[src/rtl/pipeline_hazard_unit.sv]
// Hazard, forwarding and stall/flush controller for an in-order pipeline with a
// shadow scoreboard of back-end stages. Optional counters: HAZARD_PERF_CNT_EN.
module pipeline_hazard_unit #(
    parameter int NUM_STAGES       = 5,
    parameter int NUM_REGS         = 8,
    parameter int WORD_SIZE        = 16,
    parameter int MEM_STAGE        = 3,
    parameter int ALU_READY_STAGE  = 3,
    parameter int LOAD_READY_STAGE = 4
) (
    input  logic                            i_clk,
    input  logic                            i_srst,
    input  logic                            i_dec_valid,
    input  logic                            i_dec_use_x,
    input  logic                            i_dec_use_y,
    input  logic [$clog2(NUM_REGS)-1:0]     i_dec_rx,
    input  logic [$clog2(NUM_REGS)-1:0]     i_dec_ry,
    input  logic                            i_dec_wb,
    input  logic [$clog2(NUM_REGS)-1:0]     i_dec_dst,
    input  logic                            i_dec_is_load,
    input  logic                            i_mem_waitreq,
    input  logic                            i_mem_access,
    input  logic                            i_redirect,
    input  logic [NUM_STAGES*WORD_SIZE-1:0] i_stage_result,
    output logic [NUM_STAGES-1:0]           o_stall,
    output logic [NUM_STAGES-1:0]           o_flush,
    output logic                            o_fwd_x_en,
    output logic                            o_fwd_y_en,
    output logic [WORD_SIZE-1:0]            o_fwd_x_data,
    output logic [WORD_SIZE-1:0]            o_fwd_y_data
`ifdef HAZARD_PERF_CNT_EN
    ,
    output logic [31:0]                     o_stall_cycles,
    output logic [31:0]                     o_flush_events,
    output logic [31:0]                     o_freeze_cycles
`endif
);

    localparam int NUM_ENT = NUM_STAGES - 2;
    localparam int REG_W   = $clog2(NUM_REGS);

    // Shadow entry e tracks the instruction in stage e+2.
    logic [NUM_ENT-1:0] r_v;
    logic [NUM_ENT-1:0] r_wb;
    logic [NUM_ENT-1:0] r_ld;
    logic [REG_W-1:0]   r_dst [NUM_ENT];

    logic [NUM_ENT-1:0] w_ready;
    logic [NUM_ENT-1:0] w_match_x;
    logic [NUM_ENT-1:0] w_match_y;

    logic                 w_hit_x, w_hit_y;
    logic                 w_rdy_x, w_rdy_y;
    logic [WORD_SIZE-1:0] w_data_x, w_data_y;
    logic                 w_freeze, w_redirect, w_raw, w_bubble;
    logic                 w_unused_lo;

    generate
        if (NUM_STAGES < 4 || LOAD_READY_STAGE <= MEM_STAGE) begin : g_bad_cfg
            $error("pipeline_hazard_unit: invalid stage configuration");
        end
    endgenerate

    // Fetch/Decode latches never hold a forwardable result.
    assign w_unused_lo = ^i_stage_result[2*WORD_SIZE-1:0];

    genvar gi;
    generate
        for (gi = 0; gi < NUM_ENT; gi++) begin : g_ent
            localparam int STAGE = gi + 2;
            assign w_ready[gi]   = r_ld[gi] ? (STAGE >= LOAD_READY_STAGE)
                                            : (STAGE >= ALU_READY_STAGE);
            assign w_match_x[gi] = i_dec_valid && i_dec_use_x && r_v[gi] && r_wb[gi]
                                   && (r_dst[gi] == i_dec_rx);
            assign w_match_y[gi] = i_dec_valid && i_dec_use_y && r_v[gi] && r_wb[gi]
                                   && (r_dst[gi] == i_dec_ry);
        end
    endgenerate

    // Scan oldest to youngest so the youngest match overwrites older ones.
    always_comb begin
        w_hit_x  = 1'b0;
        w_rdy_x  = 1'b0;
        w_data_x = '0;
        w_hit_y  = 1'b0;
        w_rdy_y  = 1'b0;
        w_data_y = '0;
        for (int e = NUM_ENT - 1; e >= 0; e--) begin
            if (w_match_x[e]) begin
                w_hit_x  = 1'b1;
                w_rdy_x  = w_ready[e];
                w_data_x = i_stage_result[(e+2)*WORD_SIZE +: WORD_SIZE];
            end
            if (w_match_y[e]) begin
                w_hit_y  = 1'b1;
                w_rdy_y  = w_ready[e];
                w_data_y = i_stage_result[(e+2)*WORD_SIZE +: WORD_SIZE];
            end
        end
    end

    // Everything is masked during reset so stale entries or inputs cannot leak out.
    assign w_freeze   = !i_srst && i_mem_waitreq && i_mem_access;
    assign w_redirect = !i_srst && i_redirect;
    assign w_raw      = !i_srst && ((w_hit_x && !w_rdy_x) || (w_hit_y && !w_rdy_y));
    assign w_bubble   = w_redirect || w_raw;

    assign o_fwd_x_en   = !i_srst && w_hit_x && w_rdy_x;
    assign o_fwd_y_en   = !i_srst && w_hit_y && w_rdy_y;
    assign o_fwd_x_data = o_fwd_x_en ? w_data_x : '0;
    assign o_fwd_y_data = o_fwd_y_en ? w_data_y : '0;

    always_comb begin
        o_stall = '0;
        o_flush = '0;
        if (w_freeze) begin
            o_stall = '1;
        end else if (w_redirect) begin
            o_flush[1:0] = 2'b11;
        end else if (w_raw) begin
            o_stall[1:0] = 2'b11;
            o_flush[2]   = 1'b1;
        end
    end

    always_ff @(posedge i_clk) begin
        if (i_srst) begin
            r_v  <= '0;
            r_wb <= '0;
            r_ld <= '0;
            for (int e = 0; e < NUM_ENT; e++) begin
                r_dst[e] <= '0;
            end
        end else if (!w_freeze) begin
            r_v[0]   <= w_bubble ? 1'b0 : i_dec_valid;
            r_wb[0]  <= w_bubble ? 1'b0 : i_dec_wb;
            r_ld[0]  <= w_bubble ? 1'b0 : i_dec_is_load;
            r_dst[0] <= w_bubble ? '0 : i_dec_dst;
            for (int e = 1; e < NUM_ENT; e++) begin
                r_v[e]   <= r_v[e-1];
                r_wb[e]  <= r_wb[e-1];
                r_ld[e]  <= r_ld[e-1];
                r_dst[e] <= r_dst[e-1];
            end
        end
    end

`ifdef HAZARD_PERF_CNT_EN
    logic [31:0] r_stall_cycles, r_flush_events, r_freeze_cycles;

    // Only count hazard stalls that actually reach the pipeline.
    always_ff @(posedge i_clk) begin
        if (i_srst) begin
            r_stall_cycles  <= '0;
            r_flush_events  <= '0;
            r_freeze_cycles <= '0;
        end else begin
            if (w_freeze && r_freeze_cycles != '1)
                r_freeze_cycles <= r_freeze_cycles + 32'd1;
            if (!w_freeze && w_redirect && r_flush_events != '1)
                r_flush_events <= r_flush_events + 32'd1;
            if (!w_freeze && !w_redirect && w_raw && r_stall_cycles != '1)
                r_stall_cycles <= r_stall_cycles + 32'd1;
        end
    end

    assign o_stall_cycles  = r_stall_cycles;
    assign o_flush_events  = r_flush_events;
    assign o_freeze_cycles = r_freeze_cycles;
`endif

endmodule

[config.mk]
export PLATFORM = sky130hd
export DESIGN_NAME = pipeline_hazard_unit
export DESIGN_NICKNAME = d
export VERILOG_FILES = /design/src/rtl/pipeline_hazard_unit.sv
export SDC_FILE = /design/constraint.sdc
export NUM_CORES = 1
export LEC_CHECK = 0
export CAP_MARGIN = 25
export CELL_PAD_IN_SITES_DETAIL_PLACEMENT = 1
export CELL_PAD_IN_SITES_GLOBAL_PLACEMENT = 1
export CORE_UTILIZATION = 19
export CTS_CLUSTER_SIZE = 28
export DETAILED_ROUTE_END_ITERATION = 12
export GPL_TIMING_DRIVEN = 0
export MAX_ROUTING_LAYER = met4
export PLACE_DENSITY = 0.87
export REMOVE_ABC_BUFFERS = 1
export SYNTH_ARGS = -nofsm -noshare
export SYNTH_HDL_FRONTEND = slang
export SYNTH_SLANG_ARGS = --single-unit
[constraint.sdc]
create_clock -name i_clk -period 2.7 [get_ports i_clk]
set_clock_uncertainty 0.15 [all_clocks]
set_input_delay 0.54 -clock i_clk [delete_from_list [all_inputs] [get_ports i_clk]]
set_output_delay 0.54 -clock i_clk [all_outputs]
set_load 0.005 [all_outputs]
; Word level (Yosys, flattened, before mapping)
; Memories as Yosys holds them, arrays and structs flattened.
; Cells that the tools add are included.
[totals]
register_bits = 8
ram_bits = 9
inputBits = 99
out_inout_bits = 44
wordCells = 87
mem_count = 1
[mem_list]
columns = memory, depth, width, read_ports, rd_ports_with_merged_regs, wr, line
row1 = r_dst, 3, 3, 3, 0, 3, 46  ; logic [REG_W-1:0] r_dst [NUM_ENT];
[op_classes]
eq_ne = 6
muxes = 39
n_bitwise = 3
n_reduce_logical = 35
[ops]
columns = op, n
row1 = $mux W16, 8
row2 = $logic_and A1 B1 Y1, 30
row3 = $mux W1, 21
row4 = $eq A3 B3 Y1, 6
row5 = $mux W3, 6
row6 = $mux W2, 4
row7 = $logic_not A1 Y1, 3
row8 = $or A1 B1 Y1, 3
row9 = $logic_or A1 B1 Y1, 2

; Logic depth before layout (Yosys ltp)
[logic_depth]
depth_word = 14
ltp_mapped = 7
ltp_nobuf = 4

; Worst setup path after synthesis
; OpenSTA, ideal clock, no wires.
[synth_timing]
path_type = input-to-output
from = input i_dec_ry[2]
to = output o_fwd_y_data[13]
arrival_ns = 2.104
required_ns = 2.010
setup_slack_ns = -0.094
path_stages = 6
path_buffers = 2
path_cell_list = xor2_1 -> or4_2 -> a221o_1 -> buf_6 -> buf_12 -> nor3_2
[synth_via]
elab_chain_len = 8
elab_cells_between_ends = 17
cone_classes = 3 x eq/ne / 9 x mux / 5 x reduce/logical
[synth_lines]
columns = item, line
row1 = "start, declared", 17  ; input logic [$clog2(NUM_REGS)-1:0] i_dec_ry,
row2 = $eq A3 B3 Y1, 76  ; && (r_dst[gi] == i_dec_ry);
row3 = $logic_and A1 B1 Y1, 76
row4 = $mux W1 (3 in a row), 94  ; if (w_match_y[e]) begin
row5 = $logic_and A1 B1 Y1 (2 in a row), 109  ; assign o_fwd_y_en = !i_srst && w_hit_y && w_rdy_y;
row6 = $mux W16 (*), 111  ; assign o_fwd_y_data = o_fwd_y_en ? w_data_y : '0;
row7 = "end, declared", 30  ; output logic [WORD_SIZE-1:0] o_fwd_y_data
; Every way passes the cells marked *; elsewhere a longest branch is shown, timed or not.

; Final worst setup path
[layout_timing]
from = input i_dec_ry[0]
to = output o_fwd_y_data[10]
; The elaborated chain is that of the path after synthesis.

==> impl_metrics.csv <==
group,metric,value,unit
yosys,synth_compound_area_share,21.4,%
hold_path,hp-class,"reg -> reg",
setup_path,cp.required,2.01,ns
hold_path,whs_path_depth,2,
die,pin_count,143,
yosys,seq_area_frac_synth,25.1,%
yosys,syn-mean-instance-area,8.13,um2
sta,worstMarginPinSlew,0.532,ns
sta,setup_ws,-0.440,ns
detailed_routing,via_count,2346,
cts,cts_tree,"done",
power,p_leak,1.46,nW
placed_design,post_dp_cell_area,0.00274,mm2
die,core_area,0.00872,mm2
cts,postCtsHoldBufs,0,
setup_path,cp.arrival,2.45,ns
setup_path,slowest_stage,"or4_4",
yosys,synth_top_family_by_area,"simple AND/OR/NAND/NOR gates",
cts,cts_buffer_depth,2,
power,p_sw,0.000215,W
hold_path,min_to,"r_ld[0]$_SDFFE_PP0N_",
sta,tns,-11.34,ns
placed_design,dp_hpwl,5.52,mm
finish,fin_area,0.00354,mm2
status,violations,"setup timing",
power,p_sw_share,30.0,%
global_routing,overflow,0,
global_routing,grt_pass1_wl,14.0,mm
cts,clk_latency,0.25,ns
die,start_util,19.7,%
power,power.density,202,mW/mm2
setup_path,crit_chain,"buf_2, xor2_2, or4_4, a221o_4, buf_6, a211oi_2, buf_2",
finish,syn_to_final_growth,106,%
die,die-area,0.00941,mm2
cts,cts.clk_slew.worst_paths,0.06,ns
yosys,synth_top_area_cell,"edfxtp_1",
yosys,dominantRegCellSynth,"edfxtp_1",
setup_path,ff2ff_setup_slack,0.42,ns
power,p_comb_share,31.3,%
setup_path,worstPathMaxFanout,6,
sta,finalSetupViolations,37,
global_routing,antenna_found_initial,0,
placed_design,gp_congestion,0.756,
yosys,synth_mux_area_share,8.17,%
detailed_routing,wire_per_inst,19.5,um
yosys,yosysWarnings,0,
yosys,yosysMostFrequentCell,"a21oi_1",
die,die_w,97.0,um
cts,cts_made_buffers,3,
sta,hold_viol_final,0,
yosys,ys_types,34,
flow_run,maxCapViolations,0,
setup_path,r2r-end,"r_dst[0][0]$_SDFFCE_PP0P_",
die,row_count,34,
yosys,synth.cells.most_frequent,"a21oi_1 (24), xor2_1 (18), nand2_1 (17)",
detailed_routing,wl,8.99,mm
setup_path,worstReg2RegStart,"r_dst[0][3]$_SDFFCE_PN0P_",
sta,drv_slew,0,
detailed_routing,viasPerCell,5.09,
placed_design,pre_cts_slack,-1.73,ns
setup_path,cp_slowest_stage_delay,0.60,ns
yosys,synth-simple-area-share,26.9,%
finish,drive_gt1_share,50.1,%
setup_path,critPathBufInv,3,
detailed_routing,drtAntennaViolNets,0,
global_routing,grt_usage,19.5,%
setup_path,crit_top_cell,"buf_2",
hold_path,min-delay-start,"r_ld[0]$_SDFFE_PP0N_",
cts,clkSinkCount,17,
power,p_total,0.000717,W
setup_path,criticalPathCategory,"in -> out",
yosys,ys_ff_latch,17,
global_routing,grt_pass1_vias,2496,
sta,fin_crit_sh,116,%
placed_design,port_buffers,92,
yosys,synth_xor_area_share,9.19,%
setup_path,r2r_cells,9,
yosys,synth_area,0.00172,mm2
power,seqPwrFrac,42.4,%
global_routing,grt_max_degree,19,
yosys,synthCells,211,
die,die_y,97.0,um
detailed_routing,firstDrtPassIters,4,
cts,htree_levels,1,
finish,fin_nets,453,
yosys,synth_edf_count,9,
setup_path,cp-start-kind,"input port",
status,outcome,"finished with violations",
sta,rsz0062_at_grt,"yes",
yosys,yosys-top-cells-area,"edfxtp_1 (16%), dfxtp_1 (9.3%), xor2_1 (9.2%)",
power,power_frac_clock,26.2,%
detailed_routing,drc,0,
power,ir_drop,212,uV
yosys,synth_top_area_share,15.8,%
sta,slew_headroom,64.5,%
yosys,synth_fa_ha_area_share,0,%
yosys,synth-async-reset-ratio,0,%
sta,post-route-min-period,3.14,ns
finish,antenna_cells,0,
sta,fmax,318,MHz
detailed_routing,drt_iter0_drc,60,
power,p_int,0.000502,W
setup_path,cp_top_family,"compound AO/OA/AOI/OAI gates",
cts,root_buffer,"clkbuf_8",
setup_path,end_kind,"output port",
sta,whs,0.321,ns
## sequential cells by signal (all words and copies together) (netlist names)
register and cells:
r_dst 9, r_ld 2, r_v 3, r_wb 3
## worst register-to-register path: stages, from the launching register on
cell	delay, ns
edfxtp_1	0.44
buf_4	0.18
xor2_2	0.18
nor4_4	0.29
buf_4	0.16
buf_6	0.12
buf_6	0.12
a21o_4	0.16
buf_4	0.17
nor3_1	0.07
## repair_timing
item | 4_1_cts | 5_1_grt
endpoints found under the setup margin | 48 | 42
cloned | 5 | 0
pin swaps | 31 | 6
resized for setup | 260 | 10
buffers inserted | 45 | 9
endpoints found under the hold margin | 0 | 0
## layout by cell type, fill, tap and decap left out, types with 8 or more instances in the layout
master           instances
buf_6                   26
edfxtp_1                 9
a21oi_1                 22
nor3_2                  10
nand3_1                 13
dfxtp_1                  8
buf_2                   36
buf_4                   33
nand2_1                 16
clkdlybuf4s50_1         44
mux2i_1                 11
a211oi_2                18
xor2_1                  10
## power groups by stage
stage          Sequential [W]  Clock (W)  Combinational, W
2_1_floorplan        0.000301          0         0.0000498
3_5_place_dp         0.000306          0          0.000175
3_3_place_gp         0.000304          0          0.000160
6_report             0.000304   0.000188          0.000225
5_1_grt              0.000305   0.000203          0.000239
4_1_cts              0.000305   0.000194          0.000208
## area by class of cell
cell class / count / area, um2
well taps: 108 / 135
repair buffers: 155 / 1330
clock buffers: 3 / 41.3
multi-input cells: 173 / 1590
fillers: 992 / 5180
inverters: 4 / 15.0
clock inverters: 1 / 5.00
flip-flops and latches: 17 / 430
## metrics by stage
stage / util, % / instances
after floorplan: - / 189
after global placement: 30.2 / 389
after detailed placement: 31.4 / 398
after CTS: 39.7 / 452
after global routing: 40.6 / 461
final: 40.6 / 461
## routing by layer
metal	GRT usage [%]	part of all wire (%)
met4	6.54	2.4
met1	21.2	39
met3	2.17	3.7
met2	36.5	55
met5	-	0
## kinds of logic after synthesis
logic type / Yosys count
simple gates: 82
compound gates: 52
buf+inv: 27
xor+xnor: 18
flops: 17
mux: 14
other cells: 1
## how the worst max path moves through the flow
stage / slack (ns) / end / cells after the start / startpoint
2_1_floorplan: -2.26 / o_fwd_x_data[10] / 4 / i_dec_rx[1]
3_3_place_gp: -5.49 / o_fwd_x_data[6] / 6 / i_dec_valid
3_5_place_dp: -1.73 / o_fwd_y_data[3] / 6 / i_dec_valid
4_1_cts: -0.45 / o_fwd_y_data[1] / 6 / r_dst[0][4]$_SDFFCE_PN0P_
5_1_grt: -0.48 / o_fwd_y_data[7] / 7 / i_dec_ry[0]
6_report: -0.44 / o_fwd_y_data[10] / 7 / i_dec_ry[0]
(Power assumes the default switching activity.)
